==> src/rtl/tt_accum_pkg.sv <==
`default_nettype none
// ============================================================================
// Module      : tt_accum_pkg
// Description : Shared types and constants for the byte-serial accumulator:
//               opcode encoding, FSM state encoding, uio_out bit positions
//               and the fixed uio_oe value.
// Revision    : 1.0 - initial release
// ============================================================================
package tt_accum_pkg;

    // Command opcodes carried on uio_in[2:0]
    typedef enum logic [2:0] {
        OP_NOP  = 3'd0,
        OP_CLR  = 3'd1,
        OP_ADD  = 3'd2,
        OP_SUB  = 3'd3,
        OP_ADDS = 3'd4,
        OP_SHL8 = 3'd5,
        OP_SEL  = 3'd6,
        OP_RSVD = 3'd7
    } accum_op_t;

    // Sequencer states
    typedef enum logic [1:0] {
        ST_IDLE   = 2'd0,
        ST_EXEC   = 2'd1,
        ST_COMMIT = 2'd2
    } accum_state_t;

    // uio_out status bit positions
    localparam int BUSY_BIT = 4;
    localparam int OVF_BIT  = 5;
    localparam int ZERO_BIT = 6;
    localparam int NEG_BIT  = 7;

    // Upper nibble of uio drives status, lower nibble stays input
    localparam logic [7:0] UIO_OE_VAL = 8'hF0;

endpackage
`default_nettype wire

==> src/rtl/tt_accum_sync_edge.sv <==
`default_nettype none
// ============================================================================
// Module      : tt_accum_sync_edge
// Description : Strobe synchronizer with armed rising-edge detection.
//               Produces a registered one-cycle pulse per accepted rising
//               edge of the asynchronous strobe.
// Ports       : clk       - clock
//               rst_n     - asynchronous active-low reset
//               i_strobe  - raw strobe pin
//               o_edge    - one-cycle rising-edge pulse
// Revision    : 1.0 - initial release
// ============================================================================
module tt_accum_sync_edge #(
    parameter int SYNC_STAGES = 2
) (
    input  logic clk,
    input  logic rst_n,
    input  logic i_strobe,
    output logic o_edge
);

    logic [SYNC_STAGES-1:0] r_sync;
    // Tracks which synchronizer stages hold a genuine pin sample; the reset
    // zeros are not evidence that the strobe was low.
    logic [SYNC_STAGES-1:0] r_fill;
    logic                   r_prev;
    logic                   r_armed;
    logic                   r_edge;
    logic                   w_sync_out;
    logic                   w_rise;

    assign w_sync_out = r_sync[SYNC_STAGES-1];
    assign w_rise     = w_sync_out & ~r_prev & r_armed;
    assign o_edge     = r_edge;

    always_ff @(posedge clk or negedge rst_n) begin
        if (!rst_n) begin
            r_sync  <= '0;
            r_fill  <= '0;
            r_prev  <= 1'b0;
            r_armed <= 1'b0;
            r_edge  <= 1'b0;
        end else begin
            r_sync  <= {r_sync[SYNC_STAGES-2:0], i_strobe};
            r_fill  <= {r_fill[SYNC_STAGES-2:0], 1'b1};
            r_prev  <= w_sync_out;
            // A strobe held high through reset release never arms, so it
            // cannot produce a spurious command.
            r_armed <= r_armed | (r_fill[SYNC_STAGES-1] & ~w_sync_out);
            r_edge  <= w_rise;
        end
    end

endmodule
`default_nettype wire

==> src/rtl/tt_um_accum_seq.sv <==
`default_nettype none
// ============================================================================
// Module      : tt_um_accum_seq
// Description : Byte-serial multi-byte accumulator. Commands (opcode +
//               strobe) arrive on uio_in, operand on ui_in. Arithmetic runs
//               one byte per cycle into a shadow register and commits.
//               Optional macro TT_ACCUM_SATURATE_EN clamps on overflow.
// Ports       : clk, rst_n (async active-low), ena (ignored)
//               ui_in   - operand byte
//               uio_in  - [2:0] opcode, [3] strobe
//               uo_out  - accumulator byte selected by read pointer
//               uio_out - [4] busy, [5] ovf, [6] zero, [7] neg
//               uio_oe  - constant 8'hF0
// Revision    : 1.0 - initial release
// ============================================================================
module tt_um_accum_seq #(
    parameter int NBYTES      = 2,
    parameter int SYNC_STAGES = 2
) (
    input  logic       clk,
    input  logic       rst_n,
    input  logic       ena,
    input  logic [7:0] ui_in,
    input  logic [7:0] uio_in,
    output logic [7:0] uo_out,
    output logic [7:0] uio_out,
    output logic [7:0] uio_oe
);
    import tt_accum_pkg::*;

    localparam int         c_acc_w     = 8 * NBYTES;
    localparam logic [1:0] c_last_byte = 2'(NBYTES - 1);

    accum_state_t       r_state;
    accum_op_t          r_op;
    logic [7:0]         r_operand;
    logic [1:0]         r_byte_cnt;
    logic               r_carry;
    logic [c_acc_w-1:0] r_shadow;
    logic [c_acc_w-1:0] r_acc;
    logic [1:0]         r_rd_ptr;
    logic               r_ovf;

    logic               w_edge;
    accum_op_t          w_cmd;
    logic [7:0]         w_acc_bytes [4];
    logic [7:0]         w_opnd_byte;
    logic [8:0]         w_sum;
    logic [4:0]         w_byte_shift;
    logic               w_ovf_now;
    logic [c_acc_w-1:0] w_result;
    logic [c_acc_w-1:0] w_shl;
    logic [1:0]         w_sel_ptr;
    logic               w_unused;

    tt_accum_sync_edge #(
        .SYNC_STAGES (SYNC_STAGES)
    ) u_sync_edge (
        .clk      (clk),
        .rst_n    (rst_n),
        .i_strobe (uio_in[3]),
        .o_edge   (w_edge)
    );

    // Byte lanes padded to four so a 2-bit pointer always indexes in range
    for (genvar g = 0; g < 4; g++) begin : g_byte_lane
        if (g < NBYTES) begin : g_used
            assign w_acc_bytes[g] = r_acc[8*g +: 8];
        end else begin : g_pad
            assign w_acc_bytes[g] = 8'h00;
        end
    end

    assign w_cmd        = accum_op_t'(uio_in[2:0]);
    assign w_byte_shift = {r_byte_cnt, 3'b000};
    assign w_shl        = c_acc_w'({r_acc, ui_in});
    assign w_sel_ptr    = 2'(32'(ui_in[1:0]) % NBYTES);

    // Operand lane for the current byte; SUB adds the one's complement with
    // an initial carry of 1, so carry-out low means a borrow.
    always_comb begin
        w_opnd_byte = 8'h00;
        if (r_byte_cnt == 2'd0) begin
            w_opnd_byte = r_operand;
        end else if (r_op == OP_ADDS) begin
            w_opnd_byte = {8{r_operand[7]}};
        end
        if (r_op == OP_SUB) begin
            w_opnd_byte = ~w_opnd_byte;
        end
    end

    assign w_sum = {1'b0, w_acc_bytes[r_byte_cnt]} + {1'b0, w_opnd_byte} + {8'h00, r_carry};

    // Overflow evaluated in COMMIT from the final carry and the signs
    always_comb begin
        w_ovf_now = 1'b0;
        case (r_op)
            OP_ADD:  w_ovf_now = r_carry;
            OP_SUB:  w_ovf_now = ~r_carry;
            OP_ADDS: w_ovf_now = (r_operand[7] == r_acc[c_acc_w-1]) &&
                                 (r_shadow[c_acc_w-1] != r_acc[c_acc_w-1]);
            default: w_ovf_now = 1'b0;
        endcase
    end

`ifdef TT_ACCUM_SATURATE_EN
    // Signed overflow can only occur when both inputs share the acc sign,
    // so the acc sign tells positive from negative overflow.
    always_comb begin
        w_result = r_shadow;
        if (w_ovf_now) begin
            case (r_op)
                OP_ADD:  w_result = '1;
                OP_SUB:  w_result = '0;
                default: w_result = r_acc[c_acc_w-1] ? {1'b1, {(c_acc_w-1){1'b0}}}
                                                     : {1'b0, {(c_acc_w-1){1'b1}}};
            endcase
        end
    end
`else
    assign w_result = r_shadow;
`endif

    always_ff @(posedge clk or negedge rst_n) begin
        if (!rst_n) begin
            r_state    <= ST_IDLE;
            r_op       <= OP_NOP;
            r_operand  <= 8'h00;
            r_byte_cnt <= 2'd0;
            r_carry    <= 1'b0;
            r_shadow   <= '0;
            r_acc      <= '0;
            r_rd_ptr   <= 2'd0;
            r_ovf      <= 1'b0;
        end else begin
            case (r_state)
                ST_IDLE: begin
                    if (w_edge) begin
                        case (w_cmd)
                            OP_CLR: begin
                                r_acc <= '0;
                                r_ovf <= 1'b0;
                            end
                            OP_SHL8: r_acc    <= w_shl;
                            OP_SEL:  r_rd_ptr <= w_sel_ptr;
                            OP_ADD, OP_SUB, OP_ADDS: begin
                                r_op       <= w_cmd;
                                r_operand  <= ui_in;
                                r_byte_cnt <= 2'd0;
                                r_carry    <= (w_cmd == OP_SUB);
                                r_shadow   <= '0;
                                r_state    <= ST_EXEC;
                            end
                            default: ;
                        endcase
                    end
                end
                ST_EXEC: begin
                    r_shadow <= r_shadow | (c_acc_w'(w_sum[7:0]) << w_byte_shift);
                    r_carry  <= w_sum[8];
                    if (r_byte_cnt == c_last_byte) begin
                        r_state <= ST_COMMIT;
                    end else begin
                        r_byte_cnt <= r_byte_cnt + 2'd1;
                    end
                end
                ST_COMMIT: begin
                    r_acc   <= w_result;
                    r_ovf   <= r_ovf | w_ovf_now;
                    r_state <= ST_IDLE;
                end
                default: r_state <= ST_IDLE;
            endcase
        end
    end

    assign uo_out = w_acc_bytes[r_rd_ptr];

    always_comb begin
        uio_out           = 8'h00;
        uio_out[BUSY_BIT] = (r_state != ST_IDLE);
        uio_out[OVF_BIT]  = r_ovf;
        uio_out[ZERO_BIT] = (r_acc == '0);
        uio_out[NEG_BIT]  = r_acc[c_acc_w-1];
    end

    assign uio_oe   = UIO_OE_VAL;
    assign w_unused = &{1'b0, ena, uio_in[7:4]};

endmodule
`default_nettype wire

==> config.mk <==
export PLATFORM = sky130hd
export DESIGN_NAME = tt_um_accum_seq
export DESIGN_NICKNAME = d
export VERILOG_FILES = /design/src/rtl/tt_accum_pkg.sv /design/src/rtl/tt_accum_sync_edge.sv /design/src/rtl/tt_um_accum_seq.sv
export SDC_FILE = /design/constraint.sdc
export NUM_CORES = 1
export LEC_CHECK = 0
export BUFFER_PORTS_ARGS = -buffer_cell sky130_fd_sc_hd__buf_2
export CORE_AREA = 3 3 96 98
export CTS_BUF_LIST = sky130_fd_sc_hd__clkbuf_8
export DETAILED_ROUTE_END_ITERATION = 7
export DIE_AREA = 0 0 99 101
export GPL_TIMING_DRIVEN = 0
export PLACE_DENSITY = 0.64
export SYNTH_ARGS = -nofsm -noshare
export SYNTH_HDL_FRONTEND = slang
export SYNTH_SLANG_ARGS = --single-unit
==> constraint.sdc <==
create_clock -name clk -period 8.31 [get_ports clk]
set_input_delay 2.0775 -clock clk [delete_from_list [all_inputs] [get_ports clk]]
set_output_delay 2.0775 -clock clk [all_outputs]
set_load 0.01 [all_outputs]
==> results.cfg <==
[final_layout]
finalNonFillerCells = 490
num-fill-cells = 830
num_antenna_cells = 0
nNetsFinal = 407
area.sequential_mm2 = 0.001426
multi_input_area_mm2 = 0.001744
synthToLayoutAreaGrowth_pct = 15.29
drive_gt1_frac = 0.2304

[sta]
grt_setup_unrepaired = false
hold_viol_final = 0
tightest_slew_ns = 0.7232
fin_crit_sh = 0.4912
relSlewSlack = 0.5179
drv_slew = 0
postLayoutSetupSlackWorst_ns = 4.228
finalClockSkew_ns = 0.01291
hold_ws_ns = 0.3520
min_period_ns = 4.082
setup_tns_ns = 0
max_freq_mhz = 245.0
setup_viol = 0

[die]
fp.dieW_um = 99
design.die.area_mm2 = 0.009999
die_h_um = 101
fp.coreArea_mm2 = 0.008551
initial_utilization = 0.3905
rows = 34
io_pins = 43

[setup_path]
reg2reg_depth = 13
critPathTopFamily = compound AO/OA/AOI/OAI gates
critPathKind = reg2reg
path_cells = clkbuf_1 > inv_1 > ha_1 > clkbuf_1 > clkbuf_1 > a21oi_1 > a221o_1 > fa_1 > fa_1 > a21o_1 > a221oi_1 > o21ai_0 > a32o_1
critPathLaunchType = flop
r2r-end = r_carry
max_stage_delay_ns = 0.45
r2r-start = r_byte_cnt[1]
cp_max_fo = 10
crit_path_top_delay_cell = fa_1
r2r_setup_slack_ns = 4.23
end_kind = flop
cp_num_buf_inv = 4
crit_top_cell = clkbuf_1
crit_required_ns = 8.54
crit_arrival_ns = 4.32

[clock_network]
cts.clk_slew.worst_paths_ns = 0.07
holdBufCountCts = 0
cts_tree = built
clock-sinks = 57
cts_setup_buffers = 0
htreeDepth = 3
cts_resized = 0
clk_latency_ns = 0.35
cts_buffers = 9
cts_max_path_buffers = 2
cts_root_buffer = clkbuf_8

[synth]
synthDominantCellAreaShare = 0.4271
synth_edf_count = 0
ys_ff_latch = 57
ys_top_cells_by_area = dfrtp_1, mux2_2, a221o_1
ys_async_sr_fraction = 1.000
synth_commonest_cells = dfrtp_1, nand2_1, a21oi_1
seq_area_frac_synth = 0.4271
netlist_instances = 331
synthFlopType = dfrtp_1
syn_area_mm2 = 0.003339
yosysWarningCount = 0
avgSynthCellArea_um2 = 10.09
synth_most_common_cell = dfrtp_1
netlist-cell-type-count = 55
synth_area_leader_cell = dfrtp_1

[run_status]
outcome = finished, final reports clean

[route]
via_per_inst = 5.386
drt_wl_total_mm = 8.234
drt_iter0_markers = 132
wl_per_cell_um = 16.80
dr.pass1.iters = 4
drc = 0
vias = 2639
ant_nets = 0

[hold_path]
hp-class = reg2reg
hold-path-endpoint = u_sync_edge.r_sync[1]
worstHoldStart = u_sync_edge.r_sync[0]
hold_path_depth = 0

[place]
hpwl_mm = 6.043
gp_congestion = 0.8700
dp.cells = 474
io_buffer_count = 24
place_ws_ns = 4.232

[pwr]
leakage_nw = 1.826
power_density_mw_per_mm2 = 410.9
ir_drop_v = 0.0001333
total_power_mw = 1.582

[grt]
track_usage = 0.1768
grt.overflow.total = 0
antenna_found_initial = 0
grt_pass1_wl_mm = 13.66
grt_pass1_vias = 2648
grt_max_degree = 58

[run]
cap_violations = 0
flip-flops by register name (all words and copies together), names as in the netlist:
register             flops
u_sync_edge.r_prev       1
r_op                     3
r_shadow                16
u_sync_edge.r_armed      1
r_byte_cnt               2
r_acc                   16
r_ovf                    1
u_sync_edge.r_sync       2
r_carry                  1
u_sync_edge.o_edge       1
r_operand                8
u_sync_edge.r_fill       2
r_rd_ptr                 1
r_state                  2
how the worst max path moves through the flow:
stage          depth (start not counted)      end          start  slack [ns]
2_1_floorplan                         13  r_carry  r_byte_cnt[1]        4.84
3_3_place_gp                          13  r_carry  r_byte_cnt[1]        4.28
3_5_place_dp                          13  r_carry  r_byte_cnt[1]        4.23
4_1_cts                               13  r_carry  r_byte_cnt[1]        4.20
5_1_grt                               13  r_carry  r_byte_cnt[1]        3.90
6_report                              13  r_carry  r_byte_cnt[1]        4.23
metal layers:
metal,vias up,GRT usage,share of wire,wire length [um]
met4,0,0.06408,0.013,109
met3,6,0.04360,0.042,345
met1,1289,0.2303,0.47,3855
li1,1294,-,-,-
met2,50,0.2862,0.48,3924
met5,-,0,0,0
worst register-to-register path, delay by kind of cell (launching register included):
family,cells,cell delay (ns)
AOI/OAI and AO/OA,6,1.46
buffers and inverters,4,1.08
adders and majority gates,3,1.05
DFF,1,0.38
metrics by stage:
| step | utilization | instance area [um^2] |
|---|---|---|
| after floorplan | - | 3381 |
| after global placement | 0.4252 | 3636 |
| after detailed placement | 0.4252 | 3636 |
| after CTS | 0.4500 | 3847 |
| after global routing | 0.4502 | 3850 |
| final | 0.4502 | 3850 |
layout by cell type (no fill, tap or decap), drive strengths merged, types with 4 or more instances in the layout:
master	count
nor4	4
nor2	17
mux2	17
ha	9
and3	17
xnor2	4
nand3	4
conb	13
or3	4
o21ai	20
clkbuf	20
a21o	4
a22o	7
a21oi	25
a32o	4
inv	9
nand2	37
dfrtp	57
a221o	15
buf	44
mux2i	8
cells by family after synthesis:
kind of cell | after synthesis | synth area share
buffers and inverters | 38 | 0.06294
AND/OR/NAND/NOR | 104 | 0.1727
flip-flops | 57 | 0.4271
multiplexers | 25 | 0.08355
adder cells (fa/ha/maj) | 11 | 0.04571
AO/OA/AOI/OAI | 90 | 0.1952
XOR/XNOR | 4 | 0.01049
other | 2 | 0.002249
power breakdown:
part | internal (mW) | total (mW) | switching (mW)
clock | 0.166 | 0.285 | 0.119
sequential | 0.388 | 0.503 | 0.115
combinational | 0.371 | 0.794 | 0.423
total | 0.925 | 1.58 | 0.657
area by class of cell:
class | instances | area share
Buffer | 31 | 0.04777
Clock buffer | 9 | 0.03217
Clock inverter | 7 | 0.02275
Inverter | 7 | 0.006825
Multi-Input combinational cell | 247 | 0.4530
Sequential cell | 57 | 0.3705
Tap cell | 108 | 0.03510
Timing Repair Buffer | 24 | 0.03185
(Power assumes the default switching activity.)
